## src/rtl/ahb_mtx_pkg.sv

```systemverilog
// Shared AHB encodings and helpers for the bus-matrix output arbiter.
// Optional round-robin arbitration is selected with AHB_MTX_ARB_ROUND_ROBIN_EN.
package ahb_mtx_pkg;

  localparam int unsigned ARB_MAX_PORTS = 8;

  typedef enum logic [1:0] {
    HtransIdle   = 2'b00,
    HtransBusy   = 2'b01,
    HtransNonseq = 2'b10,
    HtransSeq    = 2'b11
  } htrans_e;

  typedef enum logic [2:0] {
    HburstSingle = 3'b000,
    HburstIncr   = 3'b001,
    HburstWrap4  = 3'b010,
    HburstIncr4  = 3'b011,
    HburstWrap8  = 3'b100,
    HburstIncr8  = 3'b101,
    HburstWrap16 = 3'b110,
    HburstIncr16 = 3'b111
  } hburst_e;

  // Beats remaining after the first beat of a burst; undefined-length bursts count as 0.
  function automatic logic [3:0] burst_beats_m1(input logic [2:0] hburst);
    logic [3:0] beats;
    case (hburst)
      HburstWrap4,  HburstIncr4:  beats = 4'd3;
      HburstWrap8,  HburstIncr8:  beats = 4'd7;
      HburstWrap16, HburstIncr16: beats = 4'd15;
      default:                    beats = 4'd0;
    endcase
    return beats;
  endfunction

endpackage

```

## src/rtl/ahb_mtx_prio_pick.sv

```systemverilog
// Circular priority picker: returns the first set candidate at or after start_i.
module ahb_mtx_prio_pick #(
  parameter int unsigned NUM_PORTS = 4,
  parameter int unsigned PORT_W    = 3
) (
  input  logic [NUM_PORTS-1:0] cand_i,
  input  logic [PORT_W-1:0]    start_i,
  output logic                 found_o,
  output logic [PORT_W-1:0]    idx_o
);

  always_comb begin
    logic                 hit;
    logic [PORT_W-1:0]    idx;
    logic [NUM_PORTS-1:0] shifted;
    int unsigned          pos;
    hit     = 1'b0;
    idx     = '0;
    shifted = '0;
    pos     = 0;
    for (int unsigned k = 0; k < NUM_PORTS; k++) begin
      pos     = (32'(start_i) + k) % NUM_PORTS;
      shifted = cand_i >> pos;
      if (!hit && shifted[0]) begin
        hit = 1'b1;
        idx = PORT_W'(pos);
      end
    end
    found_o = hit;
    idx_o   = idx;
  end

endmodule

```

## src/rtl/ahb_mtx_out_arb_n.sv

```systemverilog
// AHB bus-matrix output-stage arbiter with burst-aware grant holding.
// Define AHB_MTX_ARB_ROUND_ROBIN_EN for round-robin instead of fixed priority.
module ahb_mtx_out_arb_n
  import ahb_mtx_pkg::*;
#(
  parameter int unsigned NUM_PORTS = 4,
  parameter int unsigned PORT_W    = 3
) (
  input  logic                 HCLK,
  input  logic                 HRESETn,
  input  logic [NUM_PORTS-1:0] req_port,
  input  logic                 HREADYM,
  input  logic                 HSELM,
  input  logic [1:0]           HTRANSM,
  input  logic [2:0]           HBURSTM,
  input  logic                 HMASTLOCKM,
  output logic [PORT_W-1:0]    addr_in_port,
  output logic                 no_port,
  output logic                 arb_hold
);

  logic [PORT_W-1:0]    addr_in_port_q, addr_in_port_d;
  logic                 no_port_q, no_port_d;
  logic [3:0]           burst_cnt_q, burst_cnt_d;
  logic                 arb_hold_q, arb_hold_d;

  logic                 act_cur;
  logic [3:0]           cnt_nxt;
  logic [NUM_PORTS-1:0] cand;
  logic [PORT_W-1:0]    pick_start;
  logic                 pick_found;
  logic [PORT_W-1:0]    pick_idx;
  logic                 grant;

  assign act_cur = HSELM && (HTRANSM != HtransIdle);

  // The port currently driving the slave keeps competing while its transfer is active.
  assign cand = req_port | ({{(NUM_PORTS-1){1'b0}}, act_cur} << addr_in_port_q);

  always_comb begin
    cnt_nxt = 4'd0;
    if (HSELM) begin
      case (HTRANSM)
        HtransNonseq: cnt_nxt = burst_beats_m1(HBURSTM);
        HtransSeq:    cnt_nxt = (burst_cnt_q != 4'd0) ? burst_cnt_q - 4'd1 : 4'd0;
        HtransBusy:   cnt_nxt = burst_cnt_q;
        default:      cnt_nxt = 4'd0;
      endcase
    end
  end

`ifdef AHB_MTX_ARB_ROUND_ROBIN_EN
  logic [PORT_W-1:0] last_grant_q, last_grant_d;

  assign pick_start = (last_grant_q == PORT_W'(NUM_PORTS - 1)) ? '0 : last_grant_q + 1'b1;
  assign last_grant_d = grant ? pick_idx : last_grant_q;

  always_ff @(posedge HCLK or negedge HRESETn) begin
    if (!HRESETn) begin
      last_grant_q <= PORT_W'(NUM_PORTS - 1);
    end else begin
      last_grant_q <= last_grant_d;
    end
  end
`else
  assign pick_start = '0;
`endif

  ahb_mtx_prio_pick #(
    .NUM_PORTS (NUM_PORTS),
    .PORT_W    (PORT_W)
  ) u_prio_pick (
    .cand_i  (cand),
    .start_i (pick_start),
    .found_o (pick_found),
    .idx_o   (pick_idx)
  );

  always_comb begin
    addr_in_port_d = addr_in_port_q;
    no_port_d      = no_port_q;
    burst_cnt_d    = burst_cnt_q;
    arb_hold_d     = arb_hold_q;
    grant          = 1'b0;
    if (HREADYM) begin
      burst_cnt_d = cnt_nxt;
      arb_hold_d  = (cnt_nxt != 4'd0);
      if (HMASTLOCKM || (cnt_nxt != 4'd0)) begin
        no_port_d = 1'b0;
      end else if (pick_found) begin
        addr_in_port_d = pick_idx;
        no_port_d      = 1'b0;
        grant          = 1'b1;
      end else begin
        // An address phase still selecting this slave keeps the current owner.
        no_port_d = !HSELM;
      end
    end
  end

  always_ff @(posedge HCLK or negedge HRESETn) begin
    if (!HRESETn) begin
      addr_in_port_q <= '0;
      no_port_q      <= 1'b1;
      burst_cnt_q    <= 4'd0;
      arb_hold_q     <= 1'b0;
    end else begin
      addr_in_port_q <= addr_in_port_d;
      no_port_q      <= no_port_d;
      burst_cnt_q    <= burst_cnt_d;
      arb_hold_q     <= arb_hold_d;
    end
  end

  assign addr_in_port = addr_in_port_q;
  assign no_port      = no_port_q;
  assign arb_hold     = arb_hold_q;

endmodule

```

## config.mk

```make
export PLATFORM = sky130hd
export DESIGN_NAME = ahb_mtx_out_arb_n
export DESIGN_NICKNAME = d
export VERILOG_FILES = /design/src/rtl/ahb_mtx_pkg.sv /design/src/rtl/ahb_mtx_prio_pick.sv /design/src/rtl/ahb_mtx_out_arb_n.sv
export SDC_FILE = /design/constraint.sdc
export NUM_CORES = 1
export LEC_CHECK = 0
export ABC_AREA = 1
export CAP_MARGIN = 40
export CELL_PAD_IN_SITES_DETAIL_PLACEMENT = 0
export CELL_PAD_IN_SITES_GLOBAL_PLACEMENT = 2
export CORE_AREA = 4 4 53 75
export CTS_CLUSTER_SIZE = 40
export DETAILED_ROUTE_END_ITERATION = 16
export DIE_AREA = 0 0 57 79
export PLACE_DENSITY_LB_ADDON = 0.1
export RECOVER_POWER = 100
export SYNTH_ARGS = -nofsm -noshare
export SYNTH_HDL_FRONTEND = slang
export SYNTH_SLANG_ARGS = --single-unit
```

## constraint.sdc

```tcl
create_clock -name HCLK -period 1.5 [get_ports HCLK]
set_clock_uncertainty 0.1 [all_clocks]
set_input_delay 0.3 -clock HCLK [delete_from_list [all_inputs] [get_ports HCLK]]
set_output_delay 0.3 -clock HCLK [all_outputs]
set_load 0.01 [all_outputs]
```

* Word level (Yosys, flattened, before mapping)
Cells that the tools add are included.
** Word-level totals
- Bits in registers :: 9
- Input bits :: 14
- Output and inout port bits :: 5
- Logic and storage cells :: 46
** Operators by class
- Add/sub/neg operators :: 1
- Eq/ne operators :: 9
- Shifts and indexed selects :: 1
- Muxes and demuxes :: 13
- Bitwise gates (word level) :: 2
- Reductions and logical operators :: 16
** Operators with widths (number)
- one-hot mux 4 bit (3 select lines) :: 2
- equality test 3 bit (second input constant) :: 4
- two-way mux 4 bit :: 2
- nonzero test 4 bit :: 2
- two-way mux 1 bit :: 7
- equality test 3 x 2 -> 1 bit (second input constant) :: 2
- OR reduction 2 bit :: 3
- equality test 2 bit (second input constant) :: 2
- logical AND 1 bit :: 4
- logical NOT 1 bit :: 4
- two-way mux 2 bit :: 2
- bitwise OR 4 bit :: 1
- left shift 1 x 3 -> 4 bit :: 1
- subtractor 4 x 1 -> 4 bit (second input constant) :: 1
- AND reduction 3 bit :: 1
- equality test 2 x 1 -> 1 bit (second input constant) :: 1
- nonzero test 2 bit :: 1
- logical OR 1 bit :: 1
- inverter 1 bit :: 1

* Longest topological paths before layout
Gate-level depths: netlist (run 1).
- Word-level depth :: 16
- Depth in mapped cells :: 12
- Depth with buffers taken out :: 12

* Cells and area by module
Synthesis (run 1) repeated with hierarchy kept, for this count alone.
** Unflattened totals
- Cells, all modules :: 166
- Area, all modules :: 1007.2 um^2
** By module, submodules not included
- ahb_mtx_out_arb_n :: times used 1, cells an instance 105, area each 696.9 um^2, seq. area each 226.5 um^2
- ahb_mtx_prio_pick :: times used 1, cells an instance 61, area each 310.3 um^2, seq. area each 0.0 um^2

* Worst setup path before layout (run 1)
Ideal clock, no wire load.
- Path type :: flip-flop to flip-flop
- Start point :: register burst_cnt_q[0]
- End point :: register addr_in_port_q[0] (netlist: addr_in_port[0])
- Arrival :: 1.297 ns
- Required time :: 1.283 ns
- Path slack :: -0.014 ns
- Cell stages (with the launch flop) :: 12
- Cell sequence :: dfrtp_1 > inv_1 > ha_1 > nand2_2 > nand2_1 > nand3_1 > nand2_1 > nand2_1 > nor2_1 > nand4_1 > nand2_1 > nand2_1
** On the way
- Cells in the longest elaborated chain, start to end :: 8
** Ends and longest elaborated chain
- from (decl) :: RTL line ahb_mtx_out_arb_n.sv:24 : logic [3:0] burst_cnt_q, burst_cnt_d;
- from (signal assigned) :: RTL line ahb_mtx_out_arb_n.sv:110 : burst_cnt_q <= burst_cnt_d;
- subtractor 4 x 1 -> 4 bit / nonzero test 4 bit (equally long branches) :: RTL line ahb_mtx_out_arb_n.sv:45 : HtransSeq: cnt_nxt = (burst_cnt_q != 4'd0) ? burst_cnt_q - 4'd1 : 4'd0;
- two-way mux 4 bit :: RTL line ahb_mtx_out_arb_n.sv:45
- one-hot mux 4 bit (3 select lines) * :: RTL line ahb_mtx_out_arb_n.sv:43 : case (HTRANSM)
- two-way mux 4 bit * :: RTL line ahb_mtx_out_arb_n.sv:42 : if (HSELM) begin
- nonzero test 4 bit * :: RTL line ahb_mtx_out_arb_n.sv:88 : if (HMASTLOCKM || (cnt_nxt != 4'd0)) begin
- logical OR 1 bit * :: RTL line ahb_mtx_out_arb_n.sv:88
- inverter 1 bit (no line) *
- AND reduction 3 bit (no line) *
- to (signal assigned) :: RTL line ahb_mtx_out_arb_n.sv:108 : addr_in_port_q <= addr_in_port_d;
- to (decl) :: RTL line ahb_mtx_out_arb_n.sv:22 : logic [PORT_W-1:0] addr_in_port_q, addr_in_port_d;
Mark *: on every way between the ends. The rest lies on a longest branch, timed or not.
A chain may end at the register's enable or synchronous reset.

* Worst setup path in the final report (run 1)
Ends and elaborated chain as after synthesis.

==> results of run 1 <==
-- metrics by stage --
| step | setup slack (ns) | hold WS, ns | power (mW) | TNS [ns] | util [%] |
|---|---|---|---|---|---|
| floorplan | 0.000238 | -0.0956 | 0.434 | 0 | - |
| global placement | -0.401 | 0.359 | 0.606 | -2.29 | 30.2 |
| detailed placement | -0.410 | 0.357 | 0.606 | -2.31 | 30.2 |
| CTS | -0.0928 | 0.260 | 0.878 | -0.252 | 31.8 |
| global route | -0.238 | 0.347 | 0.943 | -1.03 | 32.2 |
| finish | -0.0719 | 0.322 | 0.866 | -0.208 | 32.2 |
-- final cells by class --
type | instances | share of cell area, %
Sequential cell | 8 | 18.9
Inverter | 20 | 7.04
Tap cell | 40 | 4.69
Multi-Input combinational cell | 80 | 38.1
Clock buffer | 4 | 4.23
Timing Repair Buffer | 34 | 27.0
-- Yosys cell counts --
master / count / share of area (%)
dfstp_2: 1 / 3.9
nor3_1: 1 / 0.74
o21a_1: 1 / 1.1
buf_4: 2 / 2.2
nand3_1: 10 / 7.4
inv_1: 18 / 10
o21ai_1: 1 / 0.74
nor2_1: 10 / 5.6
a21oi_2: 1 / 1.3
nand2_2: 4 / 3.7
nand2_1: 34 / 19
a31oi_1: 1 / 0.93
conb_1: 1 / 0.56
dfrtp_1: 7 / 26
ha_1: 1 / 1.9
nand4_1: 7 / 6.5
nand3_2: 1 / 1.5
a21oi_1: 1 / 0.74
o21ai_0: 3 / 2.2
nor2_2: 2 / 1.9
nand3b_1: 1 / 1.1
inv_2: 2 / 1.1
-- what timing repair did --
item,CTS,global route
endpoints found under the hold margin,0,0
setup buffers,1,1
endpoints found under the setup margin,10,6
resized for setup,11,2
hold buffers,0,0
pin swaps,4,5
-- power by group through the flow --
stage | Clock (mW) | Sequential [mW] | Combinational (mW)
2_1_floorplan | 0 | 0.281 | 0.153
3_3_place_gp | 0 | 0.276 | 0.330
3_5_place_dp | 0 | 0.276 | 0.331
4_1_cts | 0.270 | 0.265 | 0.342
5_1_grt | 0.291 | 0.270 | 0.382
6_report | 0.259 | 0.266 | 0.341
-- cell families after synthesis --
logic type	share of synthesized area, %
and+or+nand+nor	47.3
buffers and inverters	13.4
AOI/OAI and AO/OA	7.05
DFF	29.9
adders and majority gates	1.85
other	0.556
-- sequential cells by signal, summed over array words and instances, names as in the netlist --
register / flops
addr_in_port: 2
arb_hold: 1
burst_cnt_q: 4
no_port: 1
-- metal layers --
metal  vias to the layer above  share of wire (%)  GRT usage, %  routed length [um]
li1                        416                  -             -                   -
met5                         -                  0             0                   0
met2                        10                 57          17.8                1110
met1                       336                 40          9.83                 777
met3                         2                3.0          3.09                  58
met4                         0               0.86          2.09                  17
-- worst paths after layout --
kind / start / end / slack [ns] / depth (start not counted)
min in group HCLK: no_port / no_port / 0.36 / 2
setup / recovery: burst_cnt_q[0] / addr_in_port[0] / -0.07 / 12
hold / removal: HRESETn / burst_cnt_q[3] / 0.32 / 1
max in group asynchronous: HRESETn / no_port / 0.67 / 1
setup reg to reg: burst_cnt_q[0] / addr_in_port[0] / -0.07 / 12
hold reg to reg: no_port / no_port / 0.36 / 2
-- critical path: cells and delay by family, from the launching register on --
kind,cells,cell delay (ns)
simple gates,9,0.76
flops,1,0.38
buf+inv,2,0.12
fa+ha+maj,1,0.16
==> impl_metrics.yaml, run 1 <==
floorplan:
  rows: 25
  start_util_pct: 20.3
  die_w_um: 57
  die_y_um: 79
  core_area_sq_um: 3320
  die_area_sq_um: 4500
  io_pins: 19
sta:
  worst_slack_ns: -0.0719
  max_freq_mhz: 636
  rsz0062_at_grt: "true"
  finalSetupViolations: 4
  slew_viol_final: 0
  hold_viol: 0
  finalCritPeriodShare_pct: 105
  min_period_ns: 1.57
power:
  combPwrFrac_pct: 39.4
  power.internal_mw: 0.594
  ir_drop_mv: 0.670
  swShare_pct: 31.4
  seq_power_share_pct: 30.7
  p_leak_nw: 0.558
  clock_power_share_pct: 30.0
  p_per_area_nw_per_um2: 812
  switchingPower_mw: 0.272
cells_and_area:
  final_cells: 186
  drive_gt1_share_pct: 27.4
  stdcell_area_sq_um: 1070
  area_growth_pct: 58.1
  nets: 162
  n_fill_cell: 394
  final_cell_mix: "nand2_1 (32), buf_4 (18), inv_1 (15)"
  layout_commonest_cell: "nand2_1"
  ff_latch_area_sq_um: 201
  antennaDiodeCount: 0
  multi_input_area_sq_um: 407
synthesis:
  ys_seq_area_share_pct: 29.9
  syn_inst: 110
  synth_cell_types: 22
  synth_warnings: 0
  synth_nets: 125
  ys_seq_elements: 8
  avgSynthCellArea_sq_um: 6.13
  syn_area_sq_um: 674
place:
  dp_hpwl_um: 1690
  gp_congestion: 0.768
  port_buffers: 16
  placed_cell_area_sq_um: 1000
  post-place-cells: 180
critical_path:
  critical-path-max-stage-delay_ns: 0.38
  critical-path-slowest-cell: "dfrtp_1"
  crit_top_cell: "nand2_1"
  cp_max_fo: 4
  critPathCaptureType: "flip-flop"
  cp.arrival_ns: 1.63
  path_class: "reg -> reg"
  start_kind: "flip-flop"
  crit_required_ns: 1.56
  crit_chain: "inv_2, ha_4, inv_2, nand2_1, nand2_1, nand3b_1, nand2_1, nand2_2, nand4_1, nor2_2, nand3_1, nand2_1"
clock_tree:
  clock_sinks: 8
  path_clk_slew_ns: 0.04
  cts_tree: "done"
  htreeDepth: 1
  cts_inserted_buffers: 3
  clock_path_buffers: 2
  cts_root_buffer: "clkbuf_8"
  clk_latency_ns: 0.22
flow_run:
  drv_cap: 0
run_status:
  status: "finished, violations left"
  violations: "negative setup slack"
global_route:
  grt_start_max_net_pins: 9
  grt_pass1_vias: 760
  grt_antenna_before_repair: 0
  track_usage_pct: 9.42
  grt_overflow: 0
  grt_pass1_wl_um: 3300
drt:
  drtPass1Iterations: 4
  wl_per_cell_um: 10.6
  ant_nets: 0
  drc: 0
  drt_iter0_markers: 22
  viasPerCell: 4.11
  wl_um: 1970
  vias: 764
min_path:
  hold_class: "in -> async"
No activity file was read; power rests on OpenSTA's default activity.
==> run 2: changes to the inputs <==
- ABC_AREA: 1 -> default
- CORE_AREA: 4 4 53 75 -> 4 4 53 74
- DIE_AREA: 0 0 57 79 -> 0 0 57 78
- SYNTH_HIERARCHICAL: default -> 1
==> run 2 against run 1 <==
Against the previous run: the run still ends with negative setup slack left; first-iteration DRC count decreased by 41%; hold slack improved by 0.012 ns; power increased by 38%; setup slack got worse by 0.51 ns; sequential cell count increased by 1; sequential share of layout area decreased by 4.2 points; global-route usage increased by 5.2 points; via count increased by 29%; clock power increased by 11%; routed wire length increased by 52%; critical path type unchanged; critical endpoint is now addr_in_port[1]; largest power group unchanged.
==> impl_metrics.yaml, run 2 <==
run_status:
  status: "finished, violations left"
  violations: "negative setup slack"
critical_path:
  crit_buf_inv: 1
  crit_family: "simple AND/OR/NAND/NOR gates"
  r2r_slack_ns: -0.58
  path_class: "reg -> reg"
  critical-path-slowest-cell: "dfrtp_1"
  crit_chain: "buf_6, nor2_4, nand2_2, o21bai_4, nor2_2, nand3_2, nand3b_1, a31oi_1, and2_1, and3_4, o211ai_2"
  critPathCaptureType: "flip-flop"
  cp.arrival_ns: 2.08
  critical-path-max-stage-delay_ns: 0.40
  start_kind: "flip-flop"
  crit_required_ns: 1.50
  cp_max_fo: 3
sta:
  min_period_ns: 2.08
  finalSetupTns_ns: -2.57
  max_freq_mhz: 481
  worst_slack_ns: -0.580
  finalSetupViolations: 7
  rsz0062_at_grt: "true"
  hold_viol: 0
  slew_viol_final: 0
  finalCritPeriodShare_pct: 139
clock_tree:
  clock_sinks: 9
  clk_latency_ns: 0.24
  clock_path_buffers: 2
  path_clk_slew_ns: 0.05
  cts_hold_buffers: 0
  cts_tree: "done"
  htreeDepth: 1
  cts_root_buffer: "clkbuf_8"
  cts_inserted_buffers: 3
global_route:
  grt_pass1_vias: 1045
  grt_overflow: 0
  track_usage_pct: 14.6
  grt_start_max_net_pins: 11
  grt_antenna_before_repair: 0
  grt_pass1_wl_um: 4800
drt:
  ant_nets: 0
  viasPerCell: 4.66
  drt_iter0_markers: 13
  drc: 0
  drtPass1Iterations: 4
  vias: 984
  wl_um: 3000
  wl_per_cell_um: 14.2
synthesis:
  synth_top_area_share_pct: 25.2
  avgSynthCellArea_sq_um: 7.88
  syn_inst: 101
  synth_cell_types: 40
  ys_seq_area_share_pct: 28.5
  synth_common_cells: "nand2_1 (13), inv_1 (9), dfrtp_1 (8)"
  async_reset_ff_share_pct: 100
  synth_area_leader_cell: "dfrtp_1"
  ys_seq_elements: 9
  yosys-top-cells-area: "dfrtp_1 (25%), nand2_1 (6.1%), o211ai_2 (4.7%)"
  yosysMostFrequentCell: "nand2_1"
  synth_warnings: 6
  syn_area_sq_um: 796
  synth_ff_type: "dfrtp_1"
  synth_edf_count: 0
place:
  dp_hpwl_um: 2270
  placed_cell_area_sq_um: 1290
  gp_congestion: 0.753
  port_buffers: 17
power:
  clock_power_share_pct: 24.0
  p_leak_nw: 0.718
  combPwrFrac_pct: 49.5
  switchingPower_mw: 0.406
  ir_drop_mv: 0.474
  p_per_area_nw_per_um2: 771
  power.internal_mw: 0.792
  seq_power_share_pct: 26.5
  swShare_pct: 33.9
floorplan:
  die_y_um: 78
  start_util_pct: 24.0
  core_area_sq_um: 3320
  die_area_sq_um: 4450
  io_pins: 19
  die_w_um: 57
  rows: 25
cells_and_area:
  largest-register: "burst_cnt_q"
  largest_register_ffs: 4
  area_growth_pct: 95.4
  antennaDiodeCount: 0
  stdcell_area_sq_um: 1560
  layout_commonest_cell: "buf_4"
  drive_gt1_share_pct: 52.6
  final_cell_mix: "buf_4 (43), nand2_1 (11), clkdlybuf4s50_1 (8), conb_1 (8)"
  nets: 187
flow_run:
  drv_cap: 0
min_path:
  hold_class: "in -> async"
[run 2: cell count changes in the layout (fill, tap and decap cells not counted), moves of 4 or more]
cell,change
clkbuf_2,+4
nand4_1,-7
nand3_1,-6
buf_6,+4
buf_4,+25
inv_1,-9
nand2_1,-21
a21oi_1,+5
nand2_2,-4
conb_1,+7
nor2_1,-6
dlygate4sd2_1,-4
[run 2: final timing paths]
| check | startpoint | end | depth (start not counted) |
|---|---|---|---|
| max reg2reg | addr_in_port[2] | addr_in_port[1] | 11 |
| max | addr_in_port[2] | addr_in_port[1] | 11 |
| min reg2reg | arb_hold | arb_hold | 2 |
| min in group HCLK | arb_hold | arb_hold | 2 |
| min | HRESETn | burst_cnt_q[2] | 1 |
| max in group asynchronous | HRESETn | no_port | 1 |
[run 2: logic make-up (layout without fill, tap and decap cells)]
family / count (synthesis) / after routing / share of synthesized area [%]
compound gates: 31 / 31 / 29.2
mux: 3 / 3 / 4.72
other cells: 2 / 8 / 0.944
flops: 9 / 9 / 28.5
buf+inv: 14 / 78 / 7.70
simple gates: 41 / 41 / 27.4
fa+ha+maj: 1 / 1 / 1.57
[run 2: power groups by stage]
stage | Combinational (mW) | Clock (mW) | Sequential (mW)
final | 0.593 | 0.288 | 0.318
after global routing | 0.646 | 0.320 | 0.322
after CTS | 0.539 | 0.297 | 0.316
after detailed placement | 0.451 | 0 | 0.318
after global placement | 0.451 | 0 | 0.319
after floorplan | 0.184 | 0 | 0.335
[run 2: routing by layer]
layer	global-route usage (%)	wire, um	vias up
met3	2.16	71	2
li1	-	-	496
met2	30.2	1880	15
met5	0	0	-
met1	13.4	1020	471
met4	5.57	31	0
[run 2: what timing repair did]
action | CTS | global route
pin swaps | 15 | 15
gates resized for setup | 34 | 20
setup buffers | 11 | 5
endpoints found under the setup margin | 14 | 12
[run 2: area by class of cell]
type	instances	area [sq um]
multi-input combinational	84	689
tap	40	50.0
fill	341	1760
timing repair buffer	64	504
sequential	9	229
clock buffer	4	45.0
inverter	10	37.5
[run 2: stage by stage]
stage / power, mW / hold WS, ns / worst slack [ns] / utilization, % / std cells
5_1_grt: 1.29 / 0.373 / -0.725 / 46.9 / 211
2_1_floorplan: 0.519 / -0.0956 / -0.512 / - / 107
3_5_place_dp: 0.768 / 0.417 / -1.25 / 39.0 / 192
3_3_place_gp: 0.771 / 0.411 / -1.23 / 39.0 / 192
4_1_cts: 1.15 / 0.282 / -0.646 / 45.1 / 207
6_report: 1.20 / 0.334 / -0.580 / 46.9 / 211
==> run 3: changes to the inputs <==
- CAP_MARGIN: 40 -> 25
==> results of run 3 <==
Same layout as run 2: the final DEF is identical, and so are final timing and power.
